===== src/rtl/char_datapath_if.sv =====
// Command/status bundle between the game control FSM (master) and the
// character datapath (slave), including the VGA pixel stream.
interface char_datapath_if #(
    parameter int X_W    = 9,
    parameter int Y_W    = 8,
    parameter int ADDR_W = 11
);
    // Handshake: control raises exactly one command strobe (priority-resolved
    // by the datapath if several are high) and holds it until the matching
    // *_done pulse; the datapath samples commands only while idle in READY.
    logic              init;
    logic              idle;
    logic              attack;
    logic              up;
    logic              down;
    logic              left;
    logic              right;
    logic              draw;
    logic              blocked;
    logic [X_W-1:0]    x_position;
    logic [Y_W-1:0]    y_position;
    logic [ADDR_W-1:0] sprite_addr;
    logic              vga_write;
    logic [X_W-1:0]    char_x;
    logic [Y_W-1:0]    char_y;
    logic [1:0]        facing;
    logic              attacking;
    logic              init_done;
    logic              idle_done;
    logic              attack_done;
    logic              move_done;
    logic              draw_done;

    modport master (
        output init, idle, attack, up, down, left, right, draw, blocked,
        input  x_position, y_position, sprite_addr, vga_write, char_x, char_y,
               facing, attacking, init_done, idle_done, attack_done,
               move_done, draw_done
    );

    modport slave (
        input  init, idle, attack, up, down, left, right, draw, blocked,
        output x_position, y_position, sprite_addr, vga_write, char_x, char_y,
               facing, attacking, init_done, idle_done, attack_done,
               move_done, draw_done
    );
endinterface


===== src/rtl/char_datapath.sv =====
// Character datapath: position/facing/attack state, one-hot command
// execution with done pulses, and a sprite-rectangle pixel scanner for VGA.
module char_datapath #(
    parameter int X_W           = 9,
    parameter int Y_W           = 8,
    parameter int SCREEN_W      = 320,
    parameter int SCREEN_H      = 240,
    parameter int SPRITE_W      = 16,
    parameter int SPRITE_H      = 16,
    parameter int STEP          = 1,
    parameter int INIT_X        = 152,
    parameter int INIT_Y        = 112,
    parameter int ATTACK_CYCLES = 8,
    parameter int ADDR_W        = 11
) (
    input  logic       clock,
    input  logic       reset,
    char_datapath_if.slave bus,
    output logic [2:0] state_dbg
);
    localparam int CW = $clog2(SPRITE_W);
    localparam int RW = $clog2(SPRITE_H);
    localparam int AW = $clog2(ATTACK_CYCLES + 1);

    localparam logic [X_W:0]    X_MAX   = (X_W + 1)'(SCREEN_W - SPRITE_W);
    localparam logic [Y_W:0]    Y_MAX   = (Y_W + 1)'(SCREEN_H - SPRITE_H);
    localparam logic [X_W:0]    STEP_X  = (X_W + 1)'(STEP);
    localparam logic [Y_W:0]    STEP_Y  = (Y_W + 1)'(STEP);
    localparam logic [X_W-1:0]  X_INIT  = X_W'(INIT_X);
    localparam logic [Y_W-1:0]  Y_INIT  = Y_W'(INIT_Y);
    localparam logic [AW-1:0]   ATK_LAST = AW'(ATTACK_CYCLES - 1);
    localparam logic [AW-1:0]   ATK_PEN  = AW'(ATTACK_CYCLES - 2);

    typedef enum logic [2:0] {
        S_READY    = 3'd0,
        S_INIT     = 3'd1,
        S_IDLE     = 3'd2,
        S_MOVE     = 3'd3,
        S_ATTACK   = 3'd4,
        S_DRAW     = 3'd5,
        S_DRAW_END = 3'd6
    } state_t;

    state_t            state_q;
    logic [X_W-1:0]    char_x_q, x_pos_q;
    logic [Y_W-1:0]    char_y_q, y_pos_q;
    logic [1:0]        facing_q;
    logic              attacking_q, frame_q, vga_write_q;
    logic [ADDR_W-1:0] addr_q;
    logic [CW-1:0]     col_q;
    logic [RW-1:0]     row_q;
    logic [AW-1:0]     atk_cnt_q;
    logic              init_done_q, idle_done_q, attack_done_q;
    logic              move_done_q, draw_done_q;

    // Clamped move targets use one extra bit so neither end can wrap.
    logic [X_W:0]   x_inc, x_dec;
    logic [Y_W:0]   y_inc, y_dec;
    logic [X_W-1:0] left_x, right_x;
    logic [Y_W-1:0] up_y, down_y;
    logic [CW-1:0]  col_nxt;
    logic [RW-1:0]  row_nxt;
    logic           last_pix;

    always_comb begin
        x_inc    = {1'b0, char_x_q} + STEP_X;
        x_dec    = {1'b0, char_x_q} - STEP_X;
        y_inc    = {1'b0, char_y_q} + STEP_Y;
        y_dec    = {1'b0, char_y_q} - STEP_Y;
        left_x   = x_dec[X_W] ? '0 : x_dec[X_W-1:0];
        right_x  = (x_inc > X_MAX) ? X_MAX[X_W-1:0] : x_inc[X_W-1:0];
        up_y     = y_dec[Y_W] ? '0 : y_dec[Y_W-1:0];
        down_y   = (y_inc > Y_MAX) ? Y_MAX[Y_W-1:0] : y_inc[Y_W-1:0];
        col_nxt  = col_q + 1'b1;
        row_nxt  = (col_q == '1) ? row_q + 1'b1 : row_q;
        last_pix = (col_q == '1) && (row_q == '1);
    end

    // Sprite sizes are powers of two, so the address is a plain concatenation.
    function automatic logic [ADDR_W-1:0] pix_addr(input logic f, input logic [1:0] d,
                                                   input logic [RW-1:0] r,
                                                   input logic [CW-1:0] c);
        return ADDR_W'({f, d, r, c});
    endfunction

    always_ff @(posedge clock or negedge reset) begin
        if (!reset) begin
            state_q       <= S_READY;
            char_x_q      <= X_INIT;
            char_y_q      <= Y_INIT;
            facing_q      <= 2'd1;
            attacking_q   <= 1'b0;
            frame_q       <= 1'b0;
            vga_write_q   <= 1'b0;
            x_pos_q       <= '0;
            y_pos_q       <= '0;
            addr_q        <= '0;
            col_q         <= '0;
            row_q         <= '0;
            atk_cnt_q     <= '0;
            init_done_q   <= 1'b0;
            idle_done_q   <= 1'b0;
            attack_done_q <= 1'b0;
            move_done_q   <= 1'b0;
            draw_done_q   <= 1'b0;
        end else begin
            init_done_q   <= 1'b0;
            idle_done_q   <= 1'b0;
            attack_done_q <= 1'b0;
            move_done_q   <= 1'b0;
            draw_done_q   <= 1'b0;
            case (state_q)
                S_READY: begin
                    if (bus.init) begin
                        state_q     <= S_INIT;
                        char_x_q    <= X_INIT;
                        char_y_q    <= Y_INIT;
                        facing_q    <= 2'd1;
                        attacking_q <= 1'b0;
                        init_done_q <= 1'b1;
                    end else if (bus.idle) begin
                        state_q     <= S_IDLE;
                        idle_done_q <= 1'b1;
                    end else if (bus.attack) begin
                        state_q       <= S_ATTACK;
                        attacking_q   <= 1'b1;
                        atk_cnt_q     <= '0;
                        attack_done_q <= (ATTACK_CYCLES == 1);
                    end else if (bus.up) begin
                        state_q     <= S_MOVE;
                        facing_q    <= 2'd0;
                        move_done_q <= 1'b1;
                        if (!bus.blocked) char_y_q <= up_y;
                    end else if (bus.down) begin
                        state_q     <= S_MOVE;
                        facing_q    <= 2'd1;
                        move_done_q <= 1'b1;
                        if (!bus.blocked) char_y_q <= down_y;
                    end else if (bus.left) begin
                        state_q     <= S_MOVE;
                        facing_q    <= 2'd2;
                        move_done_q <= 1'b1;
                        if (!bus.blocked) char_x_q <= left_x;
                    end else if (bus.right) begin
                        state_q     <= S_MOVE;
                        facing_q    <= 2'd3;
                        move_done_q <= 1'b1;
                        if (!bus.blocked) char_x_q <= right_x;
                    end else if (bus.draw) begin
                        state_q     <= S_DRAW;
                        col_q       <= '0;
                        row_q       <= '0;
                        frame_q     <= attacking_q;
                        vga_write_q <= 1'b1;
                        x_pos_q     <= char_x_q;
                        y_pos_q     <= char_y_q;
                        addr_q      <= pix_addr(attacking_q, facing_q, '0, '0);
                    end
                end
                S_INIT, S_IDLE, S_MOVE, S_DRAW_END: state_q <= S_READY;
                S_ATTACK: begin
                    if (atk_cnt_q == ATK_LAST) begin
                        state_q     <= S_READY;
                        attacking_q <= 1'b0;
                    end else begin
                        atk_cnt_q     <= atk_cnt_q + 1'b1;
                        attack_done_q <= (atk_cnt_q == ATK_PEN);
                    end
                end
                S_DRAW: begin
                    if (last_pix) begin
                        state_q     <= S_DRAW_END;
                        vga_write_q <= 1'b0;
                        draw_done_q <= 1'b1;
                    end else begin
                        col_q   <= col_nxt;
                        row_q   <= row_nxt;
                        x_pos_q <= char_x_q + X_W'(col_nxt);
                        y_pos_q <= char_y_q + Y_W'(row_nxt);
                        addr_q  <= pix_addr(frame_q, facing_q, row_nxt, col_nxt);
                    end
                end
                default: state_q <= S_READY;
            endcase
        end
    end

    assign bus.x_position  = x_pos_q;
    assign bus.y_position  = y_pos_q;
    assign bus.sprite_addr = addr_q;
    assign bus.vga_write   = vga_write_q;
    assign bus.char_x      = char_x_q;
    assign bus.char_y      = char_y_q;
    assign bus.facing      = facing_q;
    assign bus.attacking   = attacking_q;
    assign bus.init_done   = init_done_q;
    assign bus.idle_done   = idle_done_q;
    assign bus.attack_done = attack_done_q;
    assign bus.move_done   = move_done_q;
    assign bus.draw_done   = draw_done_q;
    assign state_dbg       = state_q;
endmodule


===== src/flat_wrapper.sv =====
// flat-port wrapper written by rule: the top's interface ports become plain ports
module char_datapath_flat 
#(
    parameter int X_W           = 9,
    parameter int Y_W           = 8,
    parameter int SCREEN_W      = 320,
    parameter int SCREEN_H      = 240,
    parameter int SPRITE_W      = 16,
    parameter int SPRITE_H      = 16,
    parameter int STEP          = 1,
    parameter int INIT_X        = 152,
    parameter int INIT_Y        = 112,
    parameter int ATTACK_CYCLES = 8,
    parameter int ADDR_W        = 11
)
  (clock, reset, state_dbg, bus_init, bus_idle, bus_attack, bus_up, bus_down, bus_left, bus_right, bus_draw, bus_blocked, bus_x_position, bus_y_position, bus_sprite_addr, bus_vga_write, bus_char_x, bus_char_y, bus_facing, bus_attacking, bus_init_done, bus_idle_done, bus_attack_done, bus_move_done, bus_draw_done);
  char_datapath_if #(.X_W(X_W), .Y_W(Y_W), .ADDR_W(ADDR_W)) bus_i ();
  input  logic clock;
  input  logic reset;
  output logic [2:0] state_dbg;
  input wire logic [$bits(bus_i.init)-1:0] bus_init;
  input wire logic [$bits(bus_i.idle)-1:0] bus_idle;
  input wire logic [$bits(bus_i.attack)-1:0] bus_attack;
  input wire logic [$bits(bus_i.up)-1:0] bus_up;
  input wire logic [$bits(bus_i.down)-1:0] bus_down;
  input wire logic [$bits(bus_i.left)-1:0] bus_left;
  input wire logic [$bits(bus_i.right)-1:0] bus_right;
  input wire logic [$bits(bus_i.draw)-1:0] bus_draw;
  input wire logic [$bits(bus_i.blocked)-1:0] bus_blocked;
  output wire logic [$bits(bus_i.x_position)-1:0] bus_x_position;
  output wire logic [$bits(bus_i.y_position)-1:0] bus_y_position;
  output wire logic [$bits(bus_i.sprite_addr)-1:0] bus_sprite_addr;
  output wire logic [$bits(bus_i.vga_write)-1:0] bus_vga_write;
  output wire logic [$bits(bus_i.char_x)-1:0] bus_char_x;
  output wire logic [$bits(bus_i.char_y)-1:0] bus_char_y;
  output wire logic [$bits(bus_i.facing)-1:0] bus_facing;
  output wire logic [$bits(bus_i.attacking)-1:0] bus_attacking;
  output wire logic [$bits(bus_i.init_done)-1:0] bus_init_done;
  output wire logic [$bits(bus_i.idle_done)-1:0] bus_idle_done;
  output wire logic [$bits(bus_i.attack_done)-1:0] bus_attack_done;
  output wire logic [$bits(bus_i.move_done)-1:0] bus_move_done;
  output wire logic [$bits(bus_i.draw_done)-1:0] bus_draw_done;
  assign bus_i.init = bus_init;
  assign bus_i.idle = bus_idle;
  assign bus_i.attack = bus_attack;
  assign bus_i.up = bus_up;
  assign bus_i.down = bus_down;
  assign bus_i.left = bus_left;
  assign bus_i.right = bus_right;
  assign bus_i.draw = bus_draw;
  assign bus_i.blocked = bus_blocked;
  assign bus_x_position = bus_i.x_position;
  assign bus_y_position = bus_i.y_position;
  assign bus_sprite_addr = bus_i.sprite_addr;
  assign bus_vga_write = bus_i.vga_write;
  assign bus_char_x = bus_i.char_x;
  assign bus_char_y = bus_i.char_y;
  assign bus_facing = bus_i.facing;
  assign bus_attacking = bus_i.attacking;
  assign bus_init_done = bus_i.init_done;
  assign bus_idle_done = bus_i.idle_done;
  assign bus_attack_done = bus_i.attack_done;
  assign bus_move_done = bus_i.move_done;
  assign bus_draw_done = bus_i.draw_done;
  char_datapath #(.X_W(X_W), .Y_W(Y_W), .SCREEN_W(SCREEN_W), .SCREEN_H(SCREEN_H), .SPRITE_W(SPRITE_W), .SPRITE_H(SPRITE_H), .STEP(STEP), .INIT_X(INIT_X), .INIT_Y(INIT_Y), .ATTACK_CYCLES(ATTACK_CYCLES), .ADDR_W(ADDR_W)) u_core (.clock(clock), .reset(reset), .bus(bus_i), .state_dbg(state_dbg));
endmodule

===== config.mk =====
export PLATFORM = sky130hd
export DESIGN_NAME = char_datapath_flat
export DESIGN_NICKNAME = d
export VERILOG_FILES = /design/src/rtl/char_datapath_if.sv /design/src/rtl/char_datapath.sv /design/src/flat_wrapper.sv
export SDC_FILE = /design/constraint.sdc
export NUM_CORES = 1
export LEC_CHECK = 0
export CORE_AREA = 2 2 109 132
export DETAILED_ROUTE_END_ITERATION = 12
export DIE_AREA = 0 0 111 134
export DONT_BUFFER_PORTS = 1
export PLACE_DENSITY_LB_ADDON = 0.3
export RECOVER_POWER = 50
export SYNTH_ARGS = -nofsm -noshare
export SYNTH_HDL_FRONTEND = slang
export SYNTH_SLANG_ARGS = --single-unit

===== constraint.sdc =====
create_clock -name clock -period 2.2 [get_ports clock]
set_input_delay 0.44 -clock clock [delete_from_list [all_inputs] [get_ports clock]]
set_output_delay 0.44 -clock clock [all_outputs]
set_load 0.005 [all_outputs]

==> results of run 1 <==
-- worst min path at each step --
stage / from / end / slack, ns / depth (start not counted)
after floorplan: reset / u_core.atk_cnt_q[0]$_DFFE_PN0P_ / 0.14 / 0
after global placement: reset / u_core.bus.char_x[6]$_DFFE_PN0P_ / 0.15 / 0
after detailed placement: reset / u_core.bus.char_x[6]$_DFFE_PN0P_ / 0.15 / 0
after CTS: reset / u_core.bus.char_x[8]$_DFFE_PN0P_ / 0.003 / 1
after global routing: bus_idle / u_core.bus.move_done$_DFF_PN0_ / 0.18 / 1
final: bus_idle / u_core.bus.move_done$_DFF_PN0_ / 0.18 / 1
-- layout by cell type (no fill, tap or decap), drive strengths merged, types with 3 or more instances in the layout --
cell type / instances
a21o: 5
a21oi: 23
a22o: 11
a31oi: 11
and2: 4
and3: 4
buf: 69
clkbuf: 15
dfrtp: 55
dfstp: 7
ha: 18
inv: 17
mux2: 6
mux2i: 11
nand2: 52
nand3: 14
nand4: 6
nor2: 45
nor2b: 8
nor3: 13
nor4: 6
o21a: 6
o21ai: 41
o31ai: 4
o32a: 3
or2: 4
or3: 4
or4: 4
xnor2: 14
xor2: 11
-- worst max-delay path, stage by stage, from the launching register on --
cell	delay, ns
dfrtp_1	0.41
ha_4	0.20
nand3_4	0.11
mux2_4	0.34
ha_4	0.21
a21o_1	0.16
a21oi_2	0.16
nor2b_2	0.08
o2111ai_2	0.20
xnor2_1	0.15
o21ai_1	0.07
-- final cells by class --
class / count / area (µm²)
Fill cell: 1319 / 8310
Multi-Input combinational cell: 369 / 2630
Sequential cell: 62 / 1570
Timing Repair Buffer: 72 / 543
Clock buffer: 12 / 246
Tap cell: 171 / 214
Inverter: 17 / 63.8
Clock inverter: 2 / 10.0
-- state kept, by name, indices dropped and copies added, names as in the netlist, 2 cells and up --
| name | cells |
|---|---|
| u_core.bus.char_x | 9 |
| u_core.bus.x_position | 9 |
| u_core.bus.char_y | 8 |
| u_core.bus.sprite_addr | 8 |
| u_core.bus.y_position | 8 |
| u_core.atk_cnt_q | 4 |
| u_core.col_q | 3 |
| u_core.state_dbg | 3 |
| u_core.bus.facing | 2 |
-- power groups by stage --
stage / clock network (mW) / registers, mW / logic [mW]
3_3_place_gp: 0 / 1.16 / 0.0388
6_report: 1.25 / 1.14 / 0.0624
4_1_cts: 1.28 / 1.14 / 0.0702
2_1_floorplan: 0 / 1.16 / 0.0383
5_1_grt: 1.34 / 1.14 / 0.0726
3_5_place_dp: 0 / 1.16 / 0.0395
-- through the flow --
stage	util, %	power (mW)
floorplan	-	1.20
global placement	35.8	1.20
detailed placement	35.8	1.20
CTS	38.4	2.49
global route	38.8	2.56
finish	38.8	2.45
-- per-layer routing --
metal / part of all wire [%] / up-vias
met4: 1.6 / 0
li1: - / 1832
met1: 42 / 1874
met3: 6.1 / 17
met2: 51 / 100
met5: 0 / -
-- repair_timing --
| item | in CTS | in global routing |
|---|---|---|
| resized for setup | 8 | 26 |
| pin swaps | 8 | 18 |
| buffers inserted | 3 | 3 |
| setup endpoints to repair | 8 | 25 |
| hold buffers | 1 | 0 |
| endpoints found under the hold margin | 62 | 0 |
-- cells by family (layout without fill, tap and decap cells) --
logic type	after synthesis	count (layout)	synth area share, %
AND/OR/NAND/NOR	175	175	21.9
AO/OA/AOI/OAI	132	132	21.1
flip-flops	62	62	36.6
buffers and inverters	43	103	4.81
XOR/XNOR	25	25	5.13
adder cells (fa/ha/maj)	20	20	6.22
multiplexers	17	17	4.25
==> results by group, run 1 <==
Placement
  • Placed Cells: 684
  • RePlAce Congestion: 0.854
  • DP Worst Slack: -0.135 ns
  • Port bufs: 0
  • Placed Area: 4870 µm²
  • Post-DP HPWL: 9650 µm

Synthesis
  • Synth Register Bits: 62
  • Post-Synthesis Cell Area: 4270 µm²
  • Top cells by count, synth: dfrtp_1, nand2_1, nor2_1
  • Post-synthesis sequential area ratio: 36.6%
  • Yosys warns: 0
  • Top cells by area, synth: dfrtp_1, ha_1, nand2_1
  • FFs w/ async S/R, synth: 100%
  • Number of flops mapped to enable cells by yosys: 0
  • Area share of the largest cell type after synthesis: 32.3%
  • Cell taking the most area after synthesis: dfrtp_1
  • Ys flop type: dfrtp_1
  • Top-count cell post-synth: dfrtp_1
  • Syn_area_per_cell: 9.00 µm²
  • Post-synth net total: 505
  • Synth unique cells: 77
  • Cells after Synth: 474

Global routing
  • All-Layer GR Usage: 17.5%
  • Met1 usage: 21.4%
  • M2 GR Usage: 29.6%
  • First-pass GRT wire length: 20700 µm
  • Initial antenna violation count: 0
  • Total grt overflow: 0
  • Vias in the first global route: 3778
  • Largest net degree at the start of global routing: 63
  • Top Usage Layer GRT: met2
  • Met3 Use GR: 4.93%

Routing
  • Post-route DRC: 0
  • Pre-antenna DRT Iters: 4
  • Routed WL per cell: 18.0 µm
  • Routed Antenna Nets: 0
  • DR iter-0 viols: 231
  • Routed vias/inst: 5.42
  • Via count: 3823
  • Drt total wl: 12700 µm

STA
  • RSZ-0062 raised after global routing: true
  • Slew @ Worst Pin: 1.63 ns
  • Setup TNS: -0.0303 ns
  • WHS: 0.184 ns
  • Final critical-path share of the clock period: 101%
  • Final WS setup: -0.0303 ns
  • Hold Violations, Final: 0
  • Rel. slew slack: -8.36%
  • FMAX: 448 MHz
  • Final setup viols: 1
  • Period minus WS final: 2.23 ns
  • Worst Skew: 0.00679 ns
  • Final Max Tran Viols: 63

Die
  • FP Rows: 47
  • Core Box Area: 13600 µm²
  • Ports: 68
  • Die area: 14900 µm²
  • Chip Height: 134 µm
  • Die X: 111 µm
  • Initial core utilization: 31.4%

Clock tree
  • Worst-Skew Late Latency: 0.33 ns
  • Bufs on Longest Clock Path: 2
  • Sink Count: 62
  • Reg clk slew, reported paths: 0.05 ns
  • Total CTS buffers: 9
  • CTS H-tree lvls: 3
  • CTS tree: done
  • Clock root buffer: clkbuf_16

Pwr
  • Power Internal: 1.94 mW
  • Worst VDD drop: 283 µV
  • LEAKAGE: 2.26 nW
  • Sw Ratio: 21.0%
  • P_sw: 0.514 mW
  • Seq pwr share: 46.6%
  • Clock share of power: 50.8%
  • Combinational share of power: 2.5%
  • Power density of the placed cells: 465 nW/µm²

Finish
  • Layout cells sized above 1: 27.3%
  • Final instance area: 5270 µm²
  • Area growth, synth to finish: 23.6%
  • Fin cells: 705
  • N_diodes: 0
  • Nets: 562

Worst setup path
  • Setup CP Type: register to register
  • FF-to-FF End: u_core.bus.y_position[7]$_DFFE_PN0P_
  • FF-to-FF setup slack: -0.03 ns
  • Worst path required time: 2.40 ns
  • Critical path capture point type: register
  • Worst setup SP type: register
  • Critical Path Fanout Max: 6
  • CP Capture Point: u_core.bus.y_position[7]$_DFFE_PN0P_
  • Reg2reg start: u_core.col_q[1]$_DFFE_PN0P_
  • Reg2Reg Depth: 10
  • Crit path DAT: 2.43 ns
  • CP startpoint: u_core.col_q[1]$_DFFE_PN0P_

Run status
  • Failing checks: capacitance limit, slew limit, setup timing
  • Outcome: finished, violations left

Worst hold path
  • Hold Crit Class: input port to register

Flow run
  • MaxCap Viol Count: 1
No activity file was read; power rests on OpenSTA's default activity.
==> run 2, diff against run 1 <==
--- a/config.mk
+++ b/config.mk
@@ -11,6 +11,7 @@
 export DONT_BUFFER_PORTS = 1
 export PLACE_DENSITY_LB_ADDON = 0.3
 export RECOVER_POWER = 50
+export SLEW_MARGIN = 30
 export SYNTH_ARGS = -nofsm -noshare
 export SYNTH_HDL_FRONTEND = slang
 export SYNTH_SLANG_ARGS = --single-unit
==> results of run 2 <==
No change in the layout: final DEF, timing and power equal those of run 1.
==> run 3, diff against run 2 <==
--- a/config.mk
+++ b/config.mk
@@ -11,6 +11,7 @@
 export DONT_BUFFER_PORTS = 1
 export PLACE_DENSITY_LB_ADDON = 0.3
 export RECOVER_POWER = 50
+export SKIP_CTS_REPAIR_TIMING = 1
 export SLEW_MARGIN = 30
 export SYNTH_ARGS = -nofsm -noshare
 export SYNTH_HDL_FRONTEND = slang
==> run 3 against run 2 <==
Against the previous run: the run ends with setup timing left; core utilization is 0.16 points lower; first-iteration DRC count decreased by 15%; clock skew is 0.00085 ns lower; sequential power is essentially flat; sequential share of layout area up 0.12 points; critical path type unchanged; fmax down 2.0%; worst hold slack lost 0.0021 ns; critical endpoint is now u_core.bus.y_position[5]$_DFFE_PN0P_; final cell count fell by 0.43%; total power up 0.30%.
==> results by group, run 3 (same netlist as run 1, synthesis figures left out) <==
Worst setup path
  • Critical Path Fanout Max: 6
  • Worst path required time: 2.41 ns
  • Crit path DAT: 2.48 ns
  • Crit path max-delay family: compound AO/OA/AOI/OAI gates
  • Worst setup SP type: register
  • Slowest-stage cell, CP: dfrtp_2
  • Slowest stage delay, CP: 0.44 ns
  • CP Cell Sequence: ha_4, nand3_4, mux2_4, ha_4, a21o_1, a21oi_2, nor2b_2, o211ai_1, xnor2_1, o21ai_1
  • FF-to-FF End: u_core.bus.y_position[5]$_DFFE_PN0P_
  • Setup CP Type: register to register
  • Critical path capture point type: register
  • Top cell by count, worst path: ha_4
  • FF-to-FF setup slack: -0.08 ns
  • Reg2Reg Depth: 10
  • Reg2reg start: u_core.col_q[0]$_DFFE_PN0P_
  • WP buf/inv: 0

Worst hold path
  • Worst hold stages: 1
  • Hold Startpoint: bus_idle
  • Hold Crit Class: input port to register
  • Worst Hold End: u_core.bus.move_done$_DFF_PN0_

Finish
  • N_diodes: 0
  • Area growth, synth to finish: 23.1%
  • Fill cells: 1319
  • Leading cell type in the layout, fill and taps excluded: buf_4
  • Layout cells sized above 1: 26.2%
  • Fin util: 38.7%
  • Nets: 559
  • Most frequent cells in the layout: buf_4, nand2_1, dfrtp_1, nor2_1, o21ai_0

STA
  • Worst Skew: 0.00594 ns
  • Final WS setup: -0.0765 ns
  • RSZ-0062 raised after global routing: true
  • Period minus WS final: 2.28 ns
  • Final Max Tran Viols: 0
  • Final critical-path share of the clock period: 103%
  • Rel. slew slack: 40.1%
  • FMAX: 439 MHz
  • Hold Violations, Final: 0
  • Final setup viols: 2
  • Slew @ Worst Pin: 0.899 ns

Routing
  • Drt total wl: 12800 µm
  • Routed Antenna Nets: 0
  • Pre-antenna DRT Iters: 5
  • Via count: 3816
  • Routed vias/inst: 5.44
  • Post-route DRC: 0
  • DR iter-0 viols: 197
  • Routed WL per cell: 18.2 µm

Clock tree
  • CTS H-tree lvls: 3
  • Total CTS buffers: 9
  • Bufs on Longest Clock Path: 2
  • Worst-Skew Late Latency: 0.33 ns
  • Reg clk slew, reported paths: 0.05 ns
  • Sink Count: 62
  • CTS tree: done
  • Clock root buffer: clkbuf_16

Pwr
  • Worst VDD drop: 284 µV
  • Total chip power: 2.46 mW
  • Power density of the placed cells: 468 nW/µm²
  • LEAKAGE: 2.24 nW

Placement
  • RePlAce Congestion: 0.854
  • Port bufs: 0
  • Post-DP HPWL: 9650 µm
  • DP Worst Slack: -0.135 ns

Die
  • Initial core utilization: 31.4%
  • Die area: 14900 µm²
  • Ports: 68
  • Core Box Area: 13600 µm²
  • FP Rows: 47
  • Die X: 111 µm
  • Chip Height: 134 µm

Global routing
  • First-pass GRT wire length: 20500 µm
  • Total grt overflow: 0
  • Initial antenna violation count: 0
  • Vias in the first global route: 3771
  • Largest net degree at the start of global routing: 63
  • All-Layer GR Usage: 17.3%

Run status
  • Outcome: finished, violations left
  • Failing checks: setup timing

Flow run
  • MaxCap Viol Count: 0
run 3: cell count changes in the layout (fill, tap and decap cells not counted), sizes merged:
cell | previous run | this run
buf | 69 | 65
dlygate4sd3 | 0 | 1
run 3: layout make-up:
class	count	area (µm²)	share of cell area, %
well taps	171	214	4.07
multi-input cells	369	2620	50.0
clock buffers	12	246	4.69
clock inverters	2	10.0	0.191
flip-flops and latches	62	1570	29.8
inverters	17	63.8	1.21
repair buffers	69	529	10.1
run 3: worst max-delay path by stage:
stage | start | end | slack, ns | cells past startpoint
4_1_cts | u_core.col_q[0]$_DFFE_PN0P_ | u_core.bus.y_position[7]$_DFFE_PN0P_ | -0.14 | 10
3_3_place_gp | u_core.col_q[0]$_DFFE_PN0P_ | u_core.bus.y_position[7]$_DFFE_PN0P_ | -0.06 | 10
6_report | u_core.col_q[0]$_DFFE_PN0P_ | u_core.bus.y_position[5]$_DFFE_PN0P_ | -0.08 | 10
5_1_grt | u_core.col_q[0]$_DFFE_PN0P_ | u_core.bus.y_position[5]$_DFFE_PN0P_ | -0.16 | 10
3_5_place_dp | u_core.col_q[0]$_DFFE_PN0P_ | u_core.bus.y_position[7]$_DFFE_PN0P_ | -0.13 | 10
2_1_floorplan | u_core.col_q[0]$_DFFE_PN0P_ | u_core.bus.y_position[7]$_DFFE_PN0P_ | 0.01 | 10
run 3: where the power goes:
group,switching [mW],internal [mW]
combinational,0.0437,0.0214
sequential,0,1.14
clock,0.476,0.775
total,0.519,1.94
run 3: per-stage QoR:
step | TNS (ns) | std cells | hold slack (ns) | cell area (µm²)
detailed placement | -0.409 | 684 | 0.149 | 4870
finish | -0.144 | 702 | 0.182 | 5250
global route | -0.950 | 702 | 0.180 | 5250
CTS | -0.483 | 698 | -0.202 | 5120
floorplan | 0 | 474 | 0.144 | 4290
global placement | -0.0718 | 684 | 0.148 | 4870
run 3: metal layers:
layer | vias up | wire length (µm) | GRT usage [%]
met3 | 21 | 768 | 4.88
li1 | 1826 | - | -
met1 | 1871 | 5430 | 21.1
met2 | 98 | 6360 | 29.6
met4 | 0 | 254 | 5.83
met5 | - | 0 | 0
